[config.mk]
export PLATFORM = sky130hd
export DESIGN_NAME = bcd_counter_bank
export DESIGN_NICKNAME = d
export VERILOG_FILES = /design/src/rtl/counter_pkg.sv /design/src/rtl/seg7_scan.sv /design/src/rtl/bcd_counter_bank.sv
export SDC_FILE = /design/constraint.sdc
export NUM_CORES = 1
export LEC_CHECK = 0
export CORE_AREA = 2 2 102 104
export CTS_CLUSTER_DIAMETER = 200
export DETAILED_ROUTE_END_ITERATION = 12
export DIE_AREA = 0 0 104 106
export PLACE_DENSITY = 0.59
export SETUP_SLACK_MARGIN = 0.3
export SYNTH_ARGS = -nofsm -noshare
export SYNTH_HDL_FRONTEND = slang
export SYNTH_SLANG_ARGS = --single-unit
[constraint.sdc]
create_clock -name clk -period 2.15 [get_ports clk]
set_input_delay 0.3225 -clock clk [delete_from_list [all_inputs] [get_ports clk]]
set_output_delay 0.3225 -clock clk [all_outputs]
set_load 0.02 [all_outputs]
[src/rtl/counter_pkg.sv]
// Shared types and constants for the BCD counter bank: digit type, ripple FSM
// encoding and the 7-segment decode used by the display scanner.
package counter_pkg;

    typedef logic [3:0] bcd_t;

    localparam bcd_t BCD_MAX = 4'd9;

    typedef enum logic {
        IDLE   = 1'b0,
        RIPPLE = 1'b1
    } state_t;

    localparam logic [6:0] SEG_BLANK = 7'b0000000;
    localparam logic [6:0] SEG_ZERO  = 7'b0111111;

    // Active-high {g,f,e,d,c,b,a}; codes above 9 cannot occur but decode blank.
    function automatic logic [6:0] seg7_decode(input bcd_t digit);
        logic [6:0] pattern;
        case (digit)
            4'd0:    pattern = 7'b0111111;
            4'd1:    pattern = 7'b0000110;
            4'd2:    pattern = 7'b1011011;
            4'd3:    pattern = 7'b1001111;
            4'd4:    pattern = 7'b1100110;
            4'd5:    pattern = 7'b1101101;
            4'd6:    pattern = 7'b1111101;
            4'd7:    pattern = 7'b0000111;
            4'd8:    pattern = 7'b1111111;
            4'd9:    pattern = 7'b1101111;
            default: pattern = SEG_BLANK;
        endcase
        return pattern;
    endfunction

endpackage

[src/rtl/seg7_scan.sv]
// Multiplexed 7-segment driver: free-running slot divider, scan index and a
// registered decode of the published snapshot digit for the current slot.
module seg7_scan
    import counter_pkg::*;
#(
    parameter int DIGITS   = 6,
    parameter int SCAN_DIV = 1024
) (
    input  logic                  clk,
    input  logic                  rst_n,
    input  logic [4*DIGITS-1:0]   count_bcd,
    output logic [6:0]            seg,
    output logic [DIGITS-1:0]     dig_sel
);

    localparam int DIV_W = (SCAN_DIV > 1) ? $clog2(SCAN_DIV) : 1;
    localparam int IDX_W = (DIGITS > 1) ? $clog2(DIGITS) : 1;

    logic [DIV_W-1:0] divider;
    logic [IDX_W-1:0] index;
    logic [IDX_W-1:0] next_index;
    logic             terminal;

    assign terminal = (divider == DIV_W'(SCAN_DIV - 1));

    always_comb begin
        next_index = index + IDX_W'(1);
        if (index == IDX_W'(DIGITS - 1)) begin
            next_index = '0;
        end
    end

    // Segment pattern and digit enable only move at a slot boundary, so the
    // lit digit never tears mid-slot even if the snapshot is refreshed.
    always_ff @(posedge clk or negedge rst_n) begin
        if (!rst_n) begin
            divider <= '0;
            index   <= '0;
            dig_sel <= DIGITS'(1);
            seg     <= SEG_ZERO;
        end else begin
            divider <= terminal ? '0 : divider + DIV_W'(1);
            if (terminal) begin
                index   <= next_index;
                dig_sel <= DIGITS'(1) << next_index;
                seg     <= seg7_decode(count_bcd[4*int'(next_index) +: 4]);
            end
        end
    end

endmodule

[src/rtl/bcd_counter_bank.sv]
// Multi-digit BCD counter bank: per-digit increments with a one-digit-per-clock
// carry ripple, sticky overflow, refresh snapshot and scanned 7-segment output.
module bcd_counter_bank
    import counter_pkg::*;
#(
    parameter int DIGITS   = 6,
    parameter int SCAN_DIV = 1024
) (
    input  logic                  clk,
    input  logic                  rst_n,
    input  logic                  inc_clk,
    input  logic                  ref_clk,
    input  logic [DIGITS-1:0]     trigger,
    output logic [4*DIGITS-1:0]   count_bcd,
    output logic                  busy,
    output logic                  overflow,
    output logic [6:0]            seg,
    output logic [DIGITS-1:0]     dig_sel
);

    state_t             state;
    state_t             state_next;
    bcd_t [DIGITS-1:0]  work;
    bcd_t [DIGITS-1:0]  work_next;
    logic [DIGITS-1:0]  cy;
    logic [DIGITS-1:0]  cy_next;
    logic [DIGITS-1:0]  wrap;

    always_comb begin
        state_next = state;
        work_next  = work;
        cy_next    = cy;
        wrap       = '0;
        case (state)
            IDLE: begin
                if (inc_clk) begin
                    cy_next    = trigger;
                    state_next = RIPPLE;
                end
            end
            RIPPLE: begin
                for (int i = 0; i < DIGITS; i++) begin
                    if (cy[i]) begin
                        if (work[i] == BCD_MAX) begin
                            work_next[i] = '0;
                            wrap[i]      = 1'b1;
                        end else begin
                            work_next[i] = work[i] + 4'd1;
                        end
                    end
                end
                // A wrap only carries into the next digit; the top digit's carry is dropped.
                cy_next = '0;
                for (int i = 1; i < DIGITS; i++) begin
                    cy_next[i] = wrap[i-1];
                end
                if (cy_next == '0) begin
                    state_next = IDLE;
                end
            end
            default: state_next = IDLE;
        endcase
    end

    always_ff @(posedge clk or negedge rst_n) begin
        if (!rst_n) begin
            state     <= IDLE;
            work      <= '0;
            cy        <= '0;
            busy      <= 1'b0;
            overflow  <= 1'b0;
            count_bcd <= '0;
        end else begin
            state <= state_next;
            work  <= work_next;
            cy    <= cy_next;
            busy  <= (state_next == RIPPLE);
            if (wrap[DIGITS-1]) begin
                overflow <= 1'b1;
            end
            if (ref_clk) begin
                count_bcd <= work;
            end
        end
    end

    seg7_scan #(
        .DIGITS   (DIGITS),
        .SCAN_DIV (SCAN_DIV)
    ) u_scan (
        .clk       (clk),
        .rst_n     (rst_n),
        .count_bcd (count_bcd),
        .seg       (seg),
        .dig_sel   (dig_sel)
    );

endmodule

* After elaboration in Yosys (flattened, before gate mapping)
Memory sizes are Yosys's and may differ from the RTL's. A register that Yosys moved wholly into a read port is not among the register bits.
Index checks and enable logic that the tools add are counted.
** Word-level totals
- Memories kept :: 1
- Word-level logic and storage cells :: 73
- Bits in registers :: 75
- Input bits :: 10
- Output and inout bits :: 39
- Memory bits (read-only) :: 112
** Operators by class
- Bitwise operators :: 1
- Shift-type cells :: 2
- $add $sub $neg :: 8
- Mux-type cells :: 31
- Equality and inequality tests :: 9
- Reduce and logical (&&, ||, !) cells :: 8
** Memory list
- (no name shown) :: depth 16, width 7, read ports 1, clocked after memory_dff 1, wr ports 0, RTL line counter_pkg.sv:20 : case (digit)
** Operators by type and width (count)
- 4-bit by 1-bit adder with 4-bit output, second input constant :: 6
- 4-bit equality test, second input constant :: 6
- 4-bit 2-to-1 mux :: 6
- 24-bit by 6-bit variable part select with 4-bit output :: 1
- 1-bit 2-to-1 mux :: 19
- 6-bit 2-to-1 mux :: 2
- 6-bit case mux with 2 select lines :: 1
- 2-bit AND reduction :: 6
- 10-bit by 1-bit adder with 10-bit output, second input constant :: 1
- 10-bit equality test, second input constant :: 1
- 10-bit 2-to-1 mux :: 1
- 1-bit by 3-bit left shift with 6-bit output, first input constant :: 1
- 5-bit zero test :: 1
- 3-bit by 1-bit adder with 3-bit output, second input constant :: 1
- 3-bit equality test, second input constant :: 1
- 3-bit 2-to-1 mux :: 1
- 2-bit inequality test, second input constant :: 1
- 1-bit case mux with 2 select lines :: 1
- 1-bit zero test :: 1
- 1-bit NOT :: 1

* Logic depth before layout (Yosys ltp)
- Depth after elaboration :: 7
- Depth in mapped cells :: 9
- Gate-level depth less buffers :: 7

* Cells and area by module
From an unflattened synthesis, not the netlist that was laid out.
** Unflattened totals
- Cells, all modules :: 354
- Area, all modules :: 3925.0 um2
** By module, submodules not included
- bcd_counter_bank :: sequential area each 1401.3 um2, area each 2393.5 um2, cells each 195, times used 1
- seg7_scan :: sequential area each 659.4 um2, area each 1531.5 um2, cells each 159, times used 1

* Least setup slack after synthesis
OpenSTA, ideal clock, no wires.
- Path type :: register -> register
- Start :: register u_scan.index[1]
- End :: register u_scan.seg[0]
- Data arrival time :: 2.112 ns
- Period minus slack after synthesis :: 2.193 ns
- Required time :: 2.069 ns
- Setup time :: 0.081 ns
- Slack :: -0.043 ns
- Buffers on the path :: 2
- Cell stages (with the launch flop) :: 10
- Cells stage by stage :: dfrtp_1 -> buf_4 -> buf_2 -> nor3_1 -> a211o_1 -> a32oi_1 -> inv_1 -> ha_1 -> or4_1 -> o211ai_1
** Between the ends
- Longest elaborated chain between the ends :: 3
- Elaborated cells between the ends (all ways) :: 4
- Classes of those cells :: add/sub: 1; eq/ne: 1; shift: 1; mux: 1
** Ends and longest elaborated chain
- from (decl) :: RTL line seg7_scan.sv:20 : logic [IDX_W-1:0] index;
- from (signal assigned) :: RTL line seg7_scan.sv:44 : index <= next_index;
- 3-bit by 1-bit adder with 3-bit output / 3-bit equality test (equally long branches) :: RTL line seg7_scan.sv:27, seg7_scan.sv:28
- 3-bit 2-to-1 mux * :: RTL line seg7_scan.sv:28 : if (index == IDX_W'(DIGITS - 1)) begin
- 24-bit by 6-bit variable part select with 4-bit output * :: RTL line seg7_scan.sv:46 : seg <= seg7_decode(count_bcd[4*int'(next_index) +: 4]);
- to (decl) :: RTL line seg7_scan.sv:12 : output logic [6:0] seg,
Every way passes the cells marked *; elsewhere a longest branch is shown, timed or not.
A chain may end at the register's enable or synchronous reset.

* Final worst setup path
- Start :: register u_scan.index[2]
- End :: register u_scan.seg[6]
The elaborated chain is that of the path after synthesis.

==> summary.md <==
| Metric | Value |
|---|---|
| Status | `finished with violations` |
| Failing checks | `hold timing` |
| CTS tree | `yes` |
| Clock-pin slew on the worst setup and hold paths | `90 ps` |
| Top-Level Pins | `49` |
| Seq cells post-synth | `82` |
| Critical-path maximum fanout | `4` |
| Internal | `3.86 mW` |
| Routed vias | `2,822` |
| Core Area | `10000 sq um` |
| Clock buffer depth | `2` |
| GPL Wtd Cong | `0.860` |
| Peak VDD IR | `1.02 mV` |
| Main synth FF type | `dfrtp_1` |
| Setup crit start | `u_scan.index[2]$_DFFE_PN0N_` |
| Critical Path Sink Type | `flip-flop` |
| Clock Latency Late Sink | `350 ps` |
| GR Util All Layers | `16.5%` |
| Crit path DAT | `2310 ps` |
| H-tree depth | `3` |
| Ys Warns | `0` |
| Critical-path top delay cell | `or4_4` |
| Post-Synthesis Cell Area | `3900 sq um` |
| Switch Pwr | `2.22 mW` |
| WHS | `-5.33 ps` |
| Critical path cell sequence | `buf_4, or3_4, o211ai_1, a32oi_4, ha_2, or4_4, o211ai_2` |
| FF+latch area | `2060 sq um` |
| Multi-input gate area | `1760 sq um` |
| Largest stage delay, worst path | `470 ps` |
| Detail Route Antenna Nets | `0` |
| Reg2Reg Setup Slack | `120 ps` |
| Max cap viols | `0` |
| Final hold violations | `9` |
| Startpoint class of the critical path | `flip-flop` |
| Syn Inst Count | `354` |
| Fillers | `947` |
| Global-route wire length before repair | `14,400 um` |
| Max Slew Vio Count | `0` |
| Sequential share of the synthesized area | `52.8%` |
| Worst slew pin tran | `666 ps` |
| Largest net degree at the start of global routing | `54` |
| Sequential group share of total power | `43.2%` |
| Cts bufs inserted | `9` |
| Final nets | `432` |
| Die area | `11,000 sq um` |
| Syn_nets | `371` |
| Initial antenna violation count | `0` |
| Drt wl/cell | `15.2 um` |
| Final setup violation count | `0` |
| Syn avg cell area | `11.0 sq um` |
| Via/cell ratio | `5.08` |
| Layout cells sized above 1 | `20.7%` |
| Critical path class | `reg2reg` |
| Min cycle time layout | `2030 ps` |
| Worst R2R Path Depth | `7` |
| Total grt overflow | `0` |
| DR iter-0 viols | `112` |
| Cell Pwr Density | `1240 nW/um^2` |
| Reg2reg start | `u_scan.index[2]$_DFFE_PN0N_` |
| Power share of the clock group | `21.4%` |
| Clk_skew | `7.84 ps` |
| Die Span X | `104 um` |
| Slew HR | `55.6%` |
| Combinational Power Share | `35.4%` |
| DPL Wire Length | `6080 um` |
| RSZ-0062 raised after global routing | `yes` |
| Die Ht | `106 um` |
| DRC | `0` |
| Clk Tree Root Cell | `clkbuf_8` |
| Fin crit share | `94.3%` |
| Number of global-route vias before repair | `2,801` |
| Hold Path Class | `in2async` |
| Pleak | `2.11 nW` |
| Post-synth ARST share | `100%` |
| Max frequency | `493 MHz` |
| Setup_tns | `0 ps` |
| IO Port Bufs | `48` |
| 1st-pass router iterations | `4` |
| Area delta synth->final | `25.9%` |
| Switching portion of total power | `36.5%` |
| Clock Sinks | `82` |
| R2r endpoint | `u_scan.seg[6]$_DFFE_PN0N_` |
| N_diodes | `0` |
| Post-synth EDFFs | `0` |
| Yosys cell types | `48` |
| DRT Wirelength | `8470 um` |
| Row cnt | `37` |
| Worst EP required | `2430 ps` |
| Starting density of the core | `39.0%` |
-- worst max path at each step --
stage,depth (start not counted),end
2_1_floorplan,8,u_scan.seg[0]$_DFFE_PN1N_
3_3_place_gp,6,u_scan.seg[6]$_DFFE_PN0N_
3_5_place_dp,8,u_scan.seg[0]$_DFFE_PN1N_
4_1_cts,7,u_scan.seg[0]$_DFFE_PN1N_
5_1_grt,8,u_scan.seg[0]$_DFFE_PN1N_
6_report,7,u_scan.seg[6]$_DFFE_PN0N_
-- through the flow --
step	cells	utilization [%]	cell area, sq um	worst slack, ps	total power [mW]
3_3_place_gp	535	45.7	4570	103	4.68
3_5_place_dp	535	45.7	4570	57.7	4.73
6_report	556	49.1	4910	123	6.08
5_1_grt	556	49.1	4910	32.9	6.48
2_1_floorplan	354	-	3940	154	3.81
4_1_cts	554	48.6	4860	114	6.10
-- flip-flops by register name, summed over array words and instances, names as in the netlist --
name and flops:
work 24, u_scan.dig_sel 6, u_scan.index 3, overflow 1, u_scan.seg 7, cy 6, u_scan.divider 10, count_bcd 24
state 1
-- repair_timing --
action                                  4_1_cts  5_1_grt
endpoints found under the setup margin        7       14
buffers inserted                              3        2
pin swaps                                     4        2
resized for setup                             8        9
hold buffers                                  0        0
-- logic make-up after synthesis --
family                     synth area share (%)
and+or+nand+nor                            17.1
DFF                                        52.8
AOI/OAI and AO/OA                          10.7
muxes                                      9.02
buffers and inverters                      3.43
xor gates and xnor gates                   4.72
adders and majority gates                  2.25
-- layout by cell type (no fill, tap or decap), types with 3 or more instances in the layout --
| cell type | synthesis | routed |
|---|---|---|
| buf_4 | 2 | 21 |
| and3_1 | 5 | 5 |
| nand3_1 | 12 | 11 |
| o21ai_1 | 3 | 4 |
| nand4_1 | 7 | 7 |
| clkdlybuf4s50_1 | 0 | 43 |
| inv_1 | 6 | 4 |
| o31ai_1 | 5 | 5 |
| mux2i_1 | 7 | 7 |
| o21ai_0 | 25 | 24 |
| nor2b_1 | 16 | 16 |
| ha_1 | 7 | 5 |
| clkbuf_8 | 0 | 11 |
| and2_1 | 4 | 4 |
| nand2_1 | 37 | 36 |
| nor3_1 | 7 | 7 |
| dlymetal6s2s_1 | 0 | 4 |
| dfstp_2 | 7 | 7 |
| dfrtp_1 | 75 | 73 |
| xnor2_1 | 19 | 19 |
| nor2_1 | 14 | 13 |
| nor3b_1 | 9 | 9 |
| o211ai_1 | 4 | 4 |
| a21o_1 | 9 | 9 |
| and4b_1 | 4 | 4 |
| mux2_2 | 23 | 23 |
| a21oi_1 | 3 | 3 |
-- power groups by stage --
stage | Clock [mW] | Sequential [mW] | Combinational, mW
final | 1.30 | 2.62 | 2.15
after global routing | 1.41 | 2.72 | 2.35
after detailed placement | 0 | 2.66 | 2.07
after global placement | 0 | 2.65 | 2.03
after CTS | 1.34 | 2.64 | 2.13
after floorplan | 0 | 2.73 | 1.08
-- per-layer routing --
metal / vias to the layer above / routed length [um] / GRT usage, %
li1: 1388 / - / -
met1: 1362 / 3990 / 21.6
met2: 61 / 3970 / 27.1
met3: 11 / 390 / 3.99
met4: 0 / 114 / 5.50
met5: - / 0 / 0
-- worst max-delay path: cells and delay by family (launching register included) --
| family | cells | cell delay, ps |
|---|---|---|
| compound gates | 3 | 330 |
| fa+ha+maj | 1 | 230 |
| buf+inv | 1 | 150 |
| flops | 1 | 430 |
| simple gates | 2 | 810 |
-- cell type report --
| type | count | area share, % |
|---|---|---|
| flip-flops and latches | 82 | 42.0 |
| multi-input cells | 246 | 35.9 |
| clock buffers | 11 | 3.08 |
| repair buffers | 69 | 13.2 |
| well taps | 136 | 3.46 |
| inverters | 7 | 0.586 |
| clock inverters | 5 | 1.73 |
-- cells in the mapped netlist, types with 2 or more instances --
master    count  area (sq um)
a21o_1        9          67.6
o31ai_1       5          37.5
nor2_1       14          52.6
xor2_1        2          17.5
dfrtp_1      75          1880
inv_1         6          22.5
buf_1         3          11.3
ha_1          7          87.6
o211ai_1      4          30.0
nor3b_1       9          67.6
a21oi_1       3          15.0
mux2i_1       7          70.1
nand4_1       7          43.8
o21ai_0      25           125
buf_2         3          15.0
o21ai_1       3          15.0
xnor2_1      19           166
dfstp_2       7           184
nor2b_1      16           100
o41ai_1       2          17.5
and4b_1       4          40.0
buf_4         2          15.0
a211o_1       2          17.5
or4_1         2          15.0
clkbuf_1      8          30.0
nand3_1      12          60.1
and3_1        5          31.3
nand2_1      37           139
nand4b_1      2          17.5
and2_1        4          25.0
a32oi_1       3          26.3
mux2_2       23           259
buf_6         3          33.8
nor3_1        7          35.0
No activity file was read; power rests on OpenSTA's default activity.
==> patch: new RTL, same settings <==
Make the reset (`rst_n`) synchronous in 2 clocked blocks.
--- a/src/rtl/seg7_scan.sv
+++ b/src/rtl/seg7_scan.sv
@@ -34,3 +34,3 @@
     // lit digit never tears mid-slot even if the snapshot is refreshed.
-    always_ff @(posedge clk or negedge rst_n) begin
+    always_ff @(posedge clk) begin
         if (!rst_n) begin
--- a/src/rtl/bcd_counter_bank.sv
+++ b/src/rtl/bcd_counter_bank.sv
@@ -64,3 +64,3 @@
 
-    always_ff @(posedge clk or negedge rst_n) begin
+    always_ff @(posedge clk) begin
         if (!rst_n) begin
Behaviour: differs if rst_n is asserted again (counterexample within 4 cycles, from zero or initial values and one cycle with rst_n low); with rst_n held inactive, the same outputs for 10 cycles.
==> patch against the unedited design <==
Non-clock buffer count is 3 lower. Area after synthesis is 1.5% lower. Clock skew is 0.0019 ns higher. Sequential cell count stayed put. Global-route usage is 1.0 points lower. Cell area is 1.2% lower. Fmax is 11% higher. Routed wire length is 0.33% lower. Critical path depth stayed put. Setup slack better by 0.19 ns. Final cell count is 9.5% higher. Critical path type unchanged. Critical endpoint is now u_scan.seg[0]. Largest cell class is now multi-input combinational cells.
Power is not compared: it rests on default switching activity, and its combinational part moved more than twofold at a synthesized area within 25%.
==> patch: results (changes against the unedited design) <==
- Sequential fraction of the synthesis area: 42.7% (-10 points)
- Worst reg2reg path depth: 7 (unchanged)
- Avg Cell Area, Syn: 9.30 um^2 (-16%)
- Ys flop type: dfxtp_1
- Worst r2r src: u_scan.index[0]
- Port Buffers: 48 (unchanged)
- DR vias/cell: 4.92 (-3.1%)
- Status: finished, final reports clean
- Synth Area in Adders: 2.28% (+0.034 points)
- Placed Instances: 581 (+8.6%)
- Syn nets: 430 (+16%)
- Largest net degree at the start of global routing: 61 (+13%)
- Layout cells sized above 1: 13.5% (-7.2 points)
- Nets: 485 (+12%)
- Crit path DAT: 2.11 ns (-0.20 ns)
- Synth warn: 0 (unchanged)
- Post-DP HPWL: 5.90 mm (-2.9%)
- End point of the critical path: u_scan.seg[0]
- Post_cts resized: 6 (-2)
- Slowest stage cell, crit path: dfxtp_4
- Flop2flop setup slack: 0.32 ns (+0.19 ns)
- Wire per inst: 13.9 um (-9.0%)
- First-pass GRT wire length: 13.6 mm (-5.3%)
- Hold WC Path Type: flop to flop
- Fin Clk Skew: 0.00969 ns (+0.00185 ns)
- Critical Path Max Stage Delay: 0.40 ns (-0.07 ns)
- Post-Synth XOR/XNOR Area: 4.33% (-0.39 points)
- Tot GR Track Use: 15.5% (-1.0 points)
- Slew Limit Headroom: 54.5% (-1.1 points)
- Commonest cells in the synthesized netlist: 82 x dfxtp_1, 43 x nor2b_1, 40 x mux2i_1
- Synth area leaders: dfxtp_1 43%, mux2i_1 10%, nor2b_1 7.0%
- Gpl congestion: 0.819 (-4.7%)
- Synth Area in Compound Gates: 12.0% (+1.3 points)
- Vias in the first global route: 2756 (-1.6%)
- Clk pwr: 0.00127 W
- Starting DRT DRC Count: 73 (-35%)
- Post-synth ARST share: 0% (-100 points)
- Filler instances: 982 (+3.7%)
patch: worst min-delay path: cells and delay by family, from the launching register on:
kind | cells | cell delay [ns]
flops | 1 | 0.31
simple gates | 2 | 0.09
patch: stage by stage:
stage / total power, W / area, um^2 / setup WS, ns / hold slack [ns] / util [%]
final: 0.00298 / 4850 / 0.317 / 0.442 / 48.5
after global routing: 0.00310 / 4850 / 0.240 / 0.470 / 48.5
after CTS: 0.00301 / 4720 / 0.276 / 0.450 / 47.2
after detailed placement: 0.00175 / 4450 / 0.149 / 0.439 / 44.5
after global placement: 0.00174 / 4450 / 0.207 / 0.430 / 44.5
after floorplan: 0.00169 / 3860 / 0.249 / 0.430 / -
patch: worst min-delay path by stage:
stage,start,to,slack [ns],cells after the start
final,u_scan.dig_sel[3],u_scan.dig_sel[3],0.44,2
after floorplan,u_scan.divider[0],u_scan.divider[0],0.43,1
after CTS,u_scan.dig_sel[3],u_scan.dig_sel[3],0.45,2
after global routing,u_scan.divider[0],u_scan.divider[0],0.47,1
after detailed placement,u_scan.dig_sel[3],u_scan.dig_sel[3],0.44,2
after global placement,u_scan.dig_sel[3],u_scan.dig_sel[3],0.43,2
patch: cell families after synthesis:
family,after synthesis
adders and majority gates,7
muxes,42
AOI/OAI and AO/OA,68
and+or+nand+nor,168
buffers and inverters,27
xor gates and xnor gates,19
DFF,82
patch: layout make-up:
type	count	area (um^2)	share of cell area, %
clock buffers	12	155	3.20
clock inverters	4	73.8	1.52
inverters	5	18.8	0.387
multi-input cells	304	2150	44.3
flip-flops and latches	82	1650	34.1
well taps	136	170	3.51
repair buffers	66	632	13.0
patch: metal layers:
layer  vias up  track usage (%)  routed length (um)
li1       1544                -                   -
met1      1384             21.0                4280
met2        56             24.1                3740
met3        11             3.31                 297
met4         0             5.79                 122
met5         -                0                   0
